$ cat src/rtl/scl_row_packer.sv
// Packs the scaled RGB pixel stream into 32-bit little-endian words, zero-pads every line
// to a 4-byte boundary and buffers the words in a show-ahead FIFO for the frame writer.
module scl_row_packer #(
    parameter int FIFO_DEPTH = 16,
    parameter int WIDTH_W    = 13
) (
    input  logic                          clk_scl,
    input  logic                          rst_scl,
    input  logic                          scl_o_vsync,
    input  logic                          scl_o_data_en,
    input  logic [7:0]                    scl_o_data_r,
    input  logic [7:0]                    scl_o_data_g,
    input  logic [7:0]                    scl_o_data_b,
    input  logic [WIDTH_W-1:0]            pk_cfg_width,
    output logic                          pk_o_valid,
    input  logic                          pk_i_ready,
    output logic [31:0]                   pk_o_data,
    output logic                          pk_o_sof,
    output logic                          pk_o_eol,
    output logic                          pk_o_ovf,
    output logic [$clog2(FIFO_DEPTH):0]   pk_o_level
);
    localparam int PW = $clog2(FIFO_DEPTH);
    localparam int LW = PW + 1;
    localparam logic [LW:0] DEPTH_L = (LW + 1)'(FIFO_DEPTH);

    typedef struct packed {
        logic        sof;
        logic        eol;
        logic [31:0] data;
    } word_t;

    logic               vsync_q;
    logic [1:0]         lane_q, lane_d;
    logic [23:0]        asm_q, asm_d;
    logic [WIDTH_W-1:0] cnt_q, cnt_d;
    logic [WIDTH_W-1:0] width_q, width_d;
    logic               sof_pend_q, sof_pend_d;
    logic               ovf_q, ovf_d;
    logic [PW-1:0]      wr_ptr_q, wr_ptr_d, rd_ptr_q, rd_ptr_d, wr_ptr_nx;
    logic [LW-1:0]      level_q, level_d;
    word_t              mem_q [FIFO_DEPTH];

    logic               rise, line_end, push0, push1, sof_base;
    logic [1:0]         lane_base;
    logic [23:0]        asm_base;
    logic [WIDTH_W-1:0] cnt_base;
    logic [2:0]         n_bytes;
    logic [47:0]        merged;
    word_t              word0, word1, head;
    logic               pop, acc0, acc1;
    logic [1:0]         n_acc;
    logic [LW:0]        free;

    // Packing: a vsync rise discards the open word before this cycle's pixel is merged.
    always_comb begin
        // NOTE: every signal gets a default before any branch, so no path leaves one unassigned (no latch).
        rise      = scl_o_vsync & ~vsync_q;
        lane_base = rise ? 2'd0 : lane_q;
        asm_base  = rise ? 24'd0 : asm_q;
        cnt_base  = rise ? '0 : cnt_q;
        width_d   = rise ? pk_cfg_width : width_q;
        sof_base  = rise | sof_pend_q;
        merged    = {24'd0, asm_base}
                  | ({24'd0, scl_o_data_b, scl_o_data_g, scl_o_data_r} << {lane_base, 3'b000});
        n_bytes   = {1'b0, lane_base} + 3'd3;
        line_end  = (cnt_base == width_d - WIDTH_W'(1));
        lane_d     = lane_base;
        asm_d      = asm_base;
        cnt_d      = cnt_base;
        sof_pend_d = sof_base;
        push0      = 1'b0;
        push1      = 1'b0;
        word0      = '0;
        word1      = '0;
        if (scl_o_data_en) begin
            cnt_d = line_end ? '0 : cnt_base + WIDTH_W'(1);
            push0 = n_bytes[2] | line_end;
            word0.data = merged[31:0];
            if (line_end) begin
                lane_d = 2'd0;
                asm_d  = 24'd0;
                // A line closing with bytes past the full word needs a second, padded word.
                if (n_bytes > 3'd4) begin
                    push1      = 1'b1;
                    word1.data = {16'd0, merged[47:32]};
                    word1.eol  = 1'b1;
                end else begin
                    word0.eol = 1'b1;
                end
            end else if (n_bytes[2]) begin
                lane_d = n_bytes[1:0];
                asm_d  = {8'd0, merged[47:32]};
            end else begin
                lane_d = 2'd3;
                asm_d  = merged[23:0];
            end
            if (push0) begin
                word0.sof  = sof_base;
                sof_pend_d = 1'b0;
            end
        end
    end

    always_comb begin
        pop       = (level_q != '0) & pk_i_ready;
        free      = DEPTH_L - {1'b0, level_q} + (LW + 1)'(pop);
        acc0      = push0 & (free != '0);
        acc1      = push1 & (free >= (LW + 1)'(2));
        n_acc     = {1'b0, acc0} + {1'b0, acc1};
        ovf_d     = ovf_q | (push0 & ~acc0) | (push1 & ~acc1);
        wr_ptr_nx = wr_ptr_q + PW'(1);
        wr_ptr_d  = wr_ptr_q + PW'(n_acc);
        rd_ptr_d  = rd_ptr_q + PW'(pop);
        level_d   = level_q + LW'(n_acc) - LW'(pop);
    end

    always_ff @(posedge clk_scl) begin
        // NOTE: sequential state uses non-blocking assignments so all flops update from pre-edge values.
        if (rst_scl) begin
            vsync_q    <= 1'b0;
            lane_q     <= 2'd0;
            asm_q      <= 24'd0;
            cnt_q      <= '0;
            width_q    <= pk_cfg_width;
            sof_pend_q <= 1'b1;
            ovf_q      <= 1'b0;
            wr_ptr_q   <= '0;
            rd_ptr_q   <= '0;
            level_q    <= '0;
        end else begin
            vsync_q    <= scl_o_vsync;
            lane_q     <= lane_d;
            asm_q      <= asm_d;
            cnt_q      <= cnt_d;
            width_q    <= width_d;
            sof_pend_q <= sof_pend_d;
            ovf_q      <= ovf_d;
            wr_ptr_q   <= wr_ptr_d;
            rd_ptr_q   <= rd_ptr_d;
            level_q    <= level_d;
        end
    end

    // NOTE: storage is not reset; the level counter alone decides which entries are meaningful.
    always_ff @(posedge clk_scl) begin
        if (acc0) mem_q[wr_ptr_q]  <= word0;
        if (acc1) mem_q[wr_ptr_nx] <= word1;
    end

    always_comb begin
        head       = mem_q[rd_ptr_q];
        pk_o_valid = (level_q != '0);
        pk_o_data  = pk_o_valid ? head.data : 32'd0;
        pk_o_sof   = pk_o_valid & head.sof;
        pk_o_eol   = pk_o_valid & head.eol;
        pk_o_ovf   = ovf_q;
        pk_o_level = level_q;
    end
endmodule

$ cat config.mk
export PLATFORM = sky130hd
export DESIGN_NAME = scl_row_packer
export DESIGN_NICKNAME = d
export VERILOG_FILES = /design/src/rtl/scl_row_packer.sv
export SDC_FILE = /design/constraint.sdc
export NUM_CORES = 1
export LEC_CHECK = 0
export ABC_AREA = 1
export CAP_MARGIN = 20
export CORE_ASPECT_RATIO = 0.8
export CORE_UTILIZATION = 40
export DETAILED_ROUTE_END_ITERATION = 10
export HOLD_SLACK_MARGIN = 0.05
export SLEW_MARGIN = 15
export SYNTH_ARGS = -nofsm -noshare
export SYNTH_HDL_FRONTEND = slang
export SYNTH_SLANG_ARGS = --single-unit
$ cat constraint.sdc
create_clock -name clk_scl -period 6.62 [get_ports clk_scl]
set_input_delay 1.655 -clock clk_scl [delete_from_list [all_inputs] [get_ports clk_scl]]
set_output_delay 1.655 -clock clk_scl [all_outputs]
set_load 0.05 [all_outputs]
Word-level counts from Yosys, hierarchy flattened --
Memories as Yosys holds them, arrays and structs flattened. A register that Yosys moved wholly into a read port is not among the register bits. Index checks and enable logic that the tools add are counted.
Word-level totals: flip-flop bits (word level) 68, memory bits (writable) 544, input port bits 42, logic and storage cells 76, memories 1
Cells by class: add/sub/neg operators 11, order comparisons 2, equal/unequal tests 1, shift-type cells 1, muxes and demuxes 32, bitwise logic cells 16, reduce and logical (&&, ||, !) cells 2
Memory list:
- mem_q | depth 16, bits a word 34, read ports 1, clocked after memory_dff 1, wr ports 2, line 42 | word_t mem_q [FIFO_DEPTH];
Operators by type and width (number):
- 2-to-1 mux 33 bit | 3
- 2-to-1 mux 24 bit | 4
- 2-to-1 mux 13 bit | 5
- OR 24 x 48 -> 48 bit | 1
- left shift 24 x 5 -> 48 bit | 1
- 2-to-1 mux 34 bit | 1
- 2-to-1 mux 32 bit | 1
- adder 13 x 1 -> 13 bit, second input constant | 1
- equality test 13 bit | 1
- 2-to-1 mux 1 bit | 13
- subtractor 13 x 1 -> 13 bit, second input constant | 1
- AND 1 bit | 8
- 2-to-1 mux 2 bit | 4
- adder 6 x 1 -> 6 bit | 1
- >= comparator 6 x 2 -> 1 bit, second input constant | 1
- nonzero test 6 bit | 1
- subtractor 5 x 5 -> 6 bit, first input constant | 1
- adder 5 x 2 -> 5 bit | 1
- nonzero test 5 bit | 1
- subtractor 5 x 1 -> 5 bit | 1
- adder 4 x 1 -> 4 bit | 1
- adder 4 x 1 -> 4 bit, second input constant | 1
- adder 4 x 2 -> 4 bit | 1
- 2-to-1 mux 4 bit | 1
- 5 further kinds | 10

Longest topological paths before layout --
depth in word-level cells 12, depth in mapped cells 33

Worst setup path before layout --
OpenSTA, ideal clock, no wires.
kind register -> register, start register level_q[3], in the netlist pk_o_level[3], end register level_q[4], in the netlist pk_o_level[4], setup time 0.070 ns, data arrival time 5.586 ns, data required time 6.550 ns, slack 0.964 ns, cell stages (with the launch flop) 32, cells stage by stage dfxtp_1 inv_1 ha_1 nand2_1 nor3_1 inv_1 nand2_1 ha_1 inv_1 ha_1 nand2_1 inv_1 o21ai_0 nand3_1 nor2_1 nand2_1 clkbuf_1 clkbuf_1 clkbuf_1 nand2_1 inv_1 ha_1 inv_1 ha_1 inv_1 ha_1 fa_1 nand2_1 a21oi_1 nor2_1 o21ai_0 a21oi_1
Between the ends: longest elaborated chain between the ends 8, elaborated cells on any way between the ends 11
RTL lines:
- from (decl) | line 41 | logic [LW-1:0] level_q, level_d;
- from (signal assigned) | line 141 | level_q <= level_d;
- nonzero test 5 bit (*)
- net pk_o_valid | line 15 | output logic pk_o_valid,
- AND 1 bit (*) | line 106 | pop = (level_q != '0) & pk_i_ready;
- adder 6 x 1 -> 6 bit | line 107 | free = DEPTH_L - {1'b0, level_q} + (LW + 1)'(pop);
- >= comparator 6 x 2 -> 1 bit or nonzero test 6 bit (tied branches) | line 109, 108
- AND 1 bit (on tied branches) | line 109, 108
- adder 1 x 1 -> 2 bit | line 110 | n_acc = {1'b0, acc0} + {1'b0, acc1};
- adder 5 x 2 -> 5 bit | line 115 | level_d = level_q + LW'(n_acc) - LW'(pop);
- subtractor 5 x 1 -> 5 bit (*) | line 115
Mark *: on every way through the listed nets, which the timed path passes. The rest lies on a longest branch. A chain may end at the register's enable or synchronous reset.

==> results.toml <==
[detailed_routing]
wl_per_cell_um = 21.8
vias_per_cell = 5.68
drc = 0
via_count = 29544
routed_wl_mm = 113
ant_nets = 0
firstDrtPassIters = 6
drt-initial-drc-count = 3799

[sta]
worst_slew_pin_slew_ns = 1.09
setup_viol = 0
grt_setup_unrepaired = "false"
hold_violations = 0
min_period_ns = 5.89
tns_ns = 0
setup_ws_ns = 0.734
slew-limit-headroom = 0.274
period_share = 0.889
slew_violations = 0
skew_ns = 0.0201
fmax_mhz = 170

[global_route]
grt_usage = 0.279
grt_pass1_vias = 26900
gr-total-overflow = 0
grt_pass1_wl_mm = 171
grt_max_degree = 180
antenna_found_initial = 0

[setup_path]
crit_path_end_kind = "output port"
cp.arrival_ns = 4.23
critPathLaunch = "rd_ptr_q[0]"
endpoint = "pk_o_data[9]"
worst-setup-path-type = "reg2out"
crit_path_max_incr_delay_ns = 0.86
r2r_end = "pk_o_level[4]"
crit_chain = "inv_8 -> buf_4 -> nor2_1 -> o221ai_1 -> nand3_1 -> a21oi_1 -> clkdlybuf4s50_1"
reg2reg_depth = 30
r2r_slack_ns = 1.88
path_max_fanout = 179
timing.rr.start = "pk_o_level[2]"
critical_path_required_ns = 4.97
critical_path.startpoint_type = "register"
slowest_stage = "clkdlybuf4s50_1"

[clock_tree]
htree_levels = 3
cts_root_buf = "clkbuf_16"
postCtsSetupBuffers = 0
clock_latency_ns = 0.63
clk_pin_slew_worst_paths_ns = 0.06
clock_path_buffers = 3
cts_made_buffers = 68
cts-resized-gates = 0
postCtsHoldBufs = 0
cts_tree = "built"
cts_sinks = 612

[floorplan]
die_height_um = 254
start_util = 0.407
core_region_area_um2 = 77800
fp.dieW_um = 317
die-area_um2 = 80300
num_rows = 91
io_pins = 83

[yosys]
synth_fp_nets = 4252
synth_commonest_cells = "nand2_1, nor2_1, o21ai_0"
synth_area_leaders = "edfxtp_1, dfxtp_1, nand2_1, o21ai_0, nand3_1"
netlist_area_um2 = 31700
syn_avg_cell_area_um2 = 7.56
synth.most_common_cell = "nand2_1"
yosysSeqAreaShare = 0.473
async_flop_share = 0
yosys_register_bits = 612
synth_edf_count = 272
netlist.area_leader.share = 0.258
ys_types = 45
synth_top_flop_cell = "dfxtp_1"
yosys_warnings = 0
netlist_instances = 4190
synth_top_area_cell = "edfxtp_1"

[place]
hpwl_mm = 70.7
pre_cts_ws_ns = 0.484
place.port_buffers = 82
gp_congestion = 0.862
place_area_um2 = 33200

[worst_hold_path]
min_from = "mem_q[11][28]"
hold_class = "reg2reg"

[pwr]
power_uw = 11700
p_seq_frac = 0.357
ir_worst_vdd_v = 0.000189
clkPwrFrac = 0.337
power.density_nw_per_um2 = 329
p_sw_frac = 0.377
p_comb_frac = 0.306
p_sw_uw = 4400
internal-power_uw = 7270
p_leak_uw = 0.0151

[final_layout]
multi_input_area_um2 = 13900
nFillCells = 7737
areaGrowthSynthToFinish_pct = 11.9
final_nets = 4188
num_antenna_cells = 0
drive_gt1_frac = 0.0718
design_area_um2 = 35400
seq_area_um2 = 15000

[run]
timing.max_cap.violations = 0

[outcome]
status = "complete, no violations"
## placed cells by master (no fill, tap or decap), types with 118 or more instances in the layout
master | synthesis | final
dfxtp_1 | 340 | 337
buf_4 | 18 | 120
edfxtp_1 | 272 | 272
nand2_1 | 1088 | 1088
nor2_1 | 464 | 462
a21oi_1 | 118 | 118
nand3_1 | 381 | 381
o21ai_1 | 154 | 154
inv_1 | 282 | 282
o21ai_0 | 422 | 422
## layout make-up
type / count / share of cell area
flip-flops and latches: 612 / 0.423
multi-input cells: 2940 / 0.394
clock buffers: 90 / 0.0533
repair buffers: 208 / 0.0519
well taps: 1023 / 0.0361
inverters: 296 / 0.0317
clock inverters: 34 / 0.0104
## sequential cells by signal, indices dropped and copies added (netlist names)
register	cells
vsync_q	1
rd_ptr_q	4
sof_pend_q	1
pk_o_ovf	1
pk_o_level	5
cnt_q	13
asm_q	24
wr_ptr_q	4
mem_q	544
width_q	13
lane_q	2
## stage by stage
step	instances	util	hold slack, ns
2_1_floorplan	4190	-	0.439
3_3_place_gp	5079	0.426	0.450
3_5_place_dp	5079	0.426	0.454
4_1_cts	5203	0.455	0.463
5_1_grt	5203	0.455	0.476
6_report	5203	0.455	0.460
## critical path: cells and delay by family (launching register included)
family	cells	cell delay, ns
buffers and inverters	3	2.11
AOI/OAI and AO/OA	2	0.73
DFF	1	0.45
and+or+nand+nor	2	0.25
## worst min path at each step
stage	to	slack, ns	cells past startpoint
global route	mem_q[8][18]	0.48	2
floorplan	mem_q[11][16]	0.44	2
detailed placement	mem_q[4][31]	0.45	2
finish	mem_q[11][28]	0.46	2
global placement	mem_q[14][20]	0.45	2
CTS	mem_q[7][17]	0.46	2
## layer usage
metal | wire length [um] | global-route usage | vias up
li1 | - | - | 13864
met5 | 0 | 0 | -
met4 | 2570 | 0.0736 | 0
met2 | 48000 | 0.401 | 1572
met3 | 12600 | 0.0593 | 181
met1 | 50000 | 0.418 | 13927
## power groups by stage
stage	registers (uW)	clock network, uW	logic (uW)
6_report	4170	3930	3570
5_1_grt	4180	4100	3810
4_1_cts	4160	3960	3510
3_5_place_dp	4240	0	3500
3_3_place_gp	4240	0	3510
2_1_floorplan	4220	0	2240
## cells by family after synthesis
kind of cell | Yosys count | synth area share
AO/OA/AOI/OAI | 871 | 0.154
XOR/XNOR | 10 | 0.00277
adder cells (fa/ha/maj) | 20 | 0.00838
buffers and inverters | 638 | 0.0887
flip-flops | 612 | 0.473
AND/OR/NAND/NOR | 2039 | 0.274
Note: power is estimated with default switching activity, not from simulation.
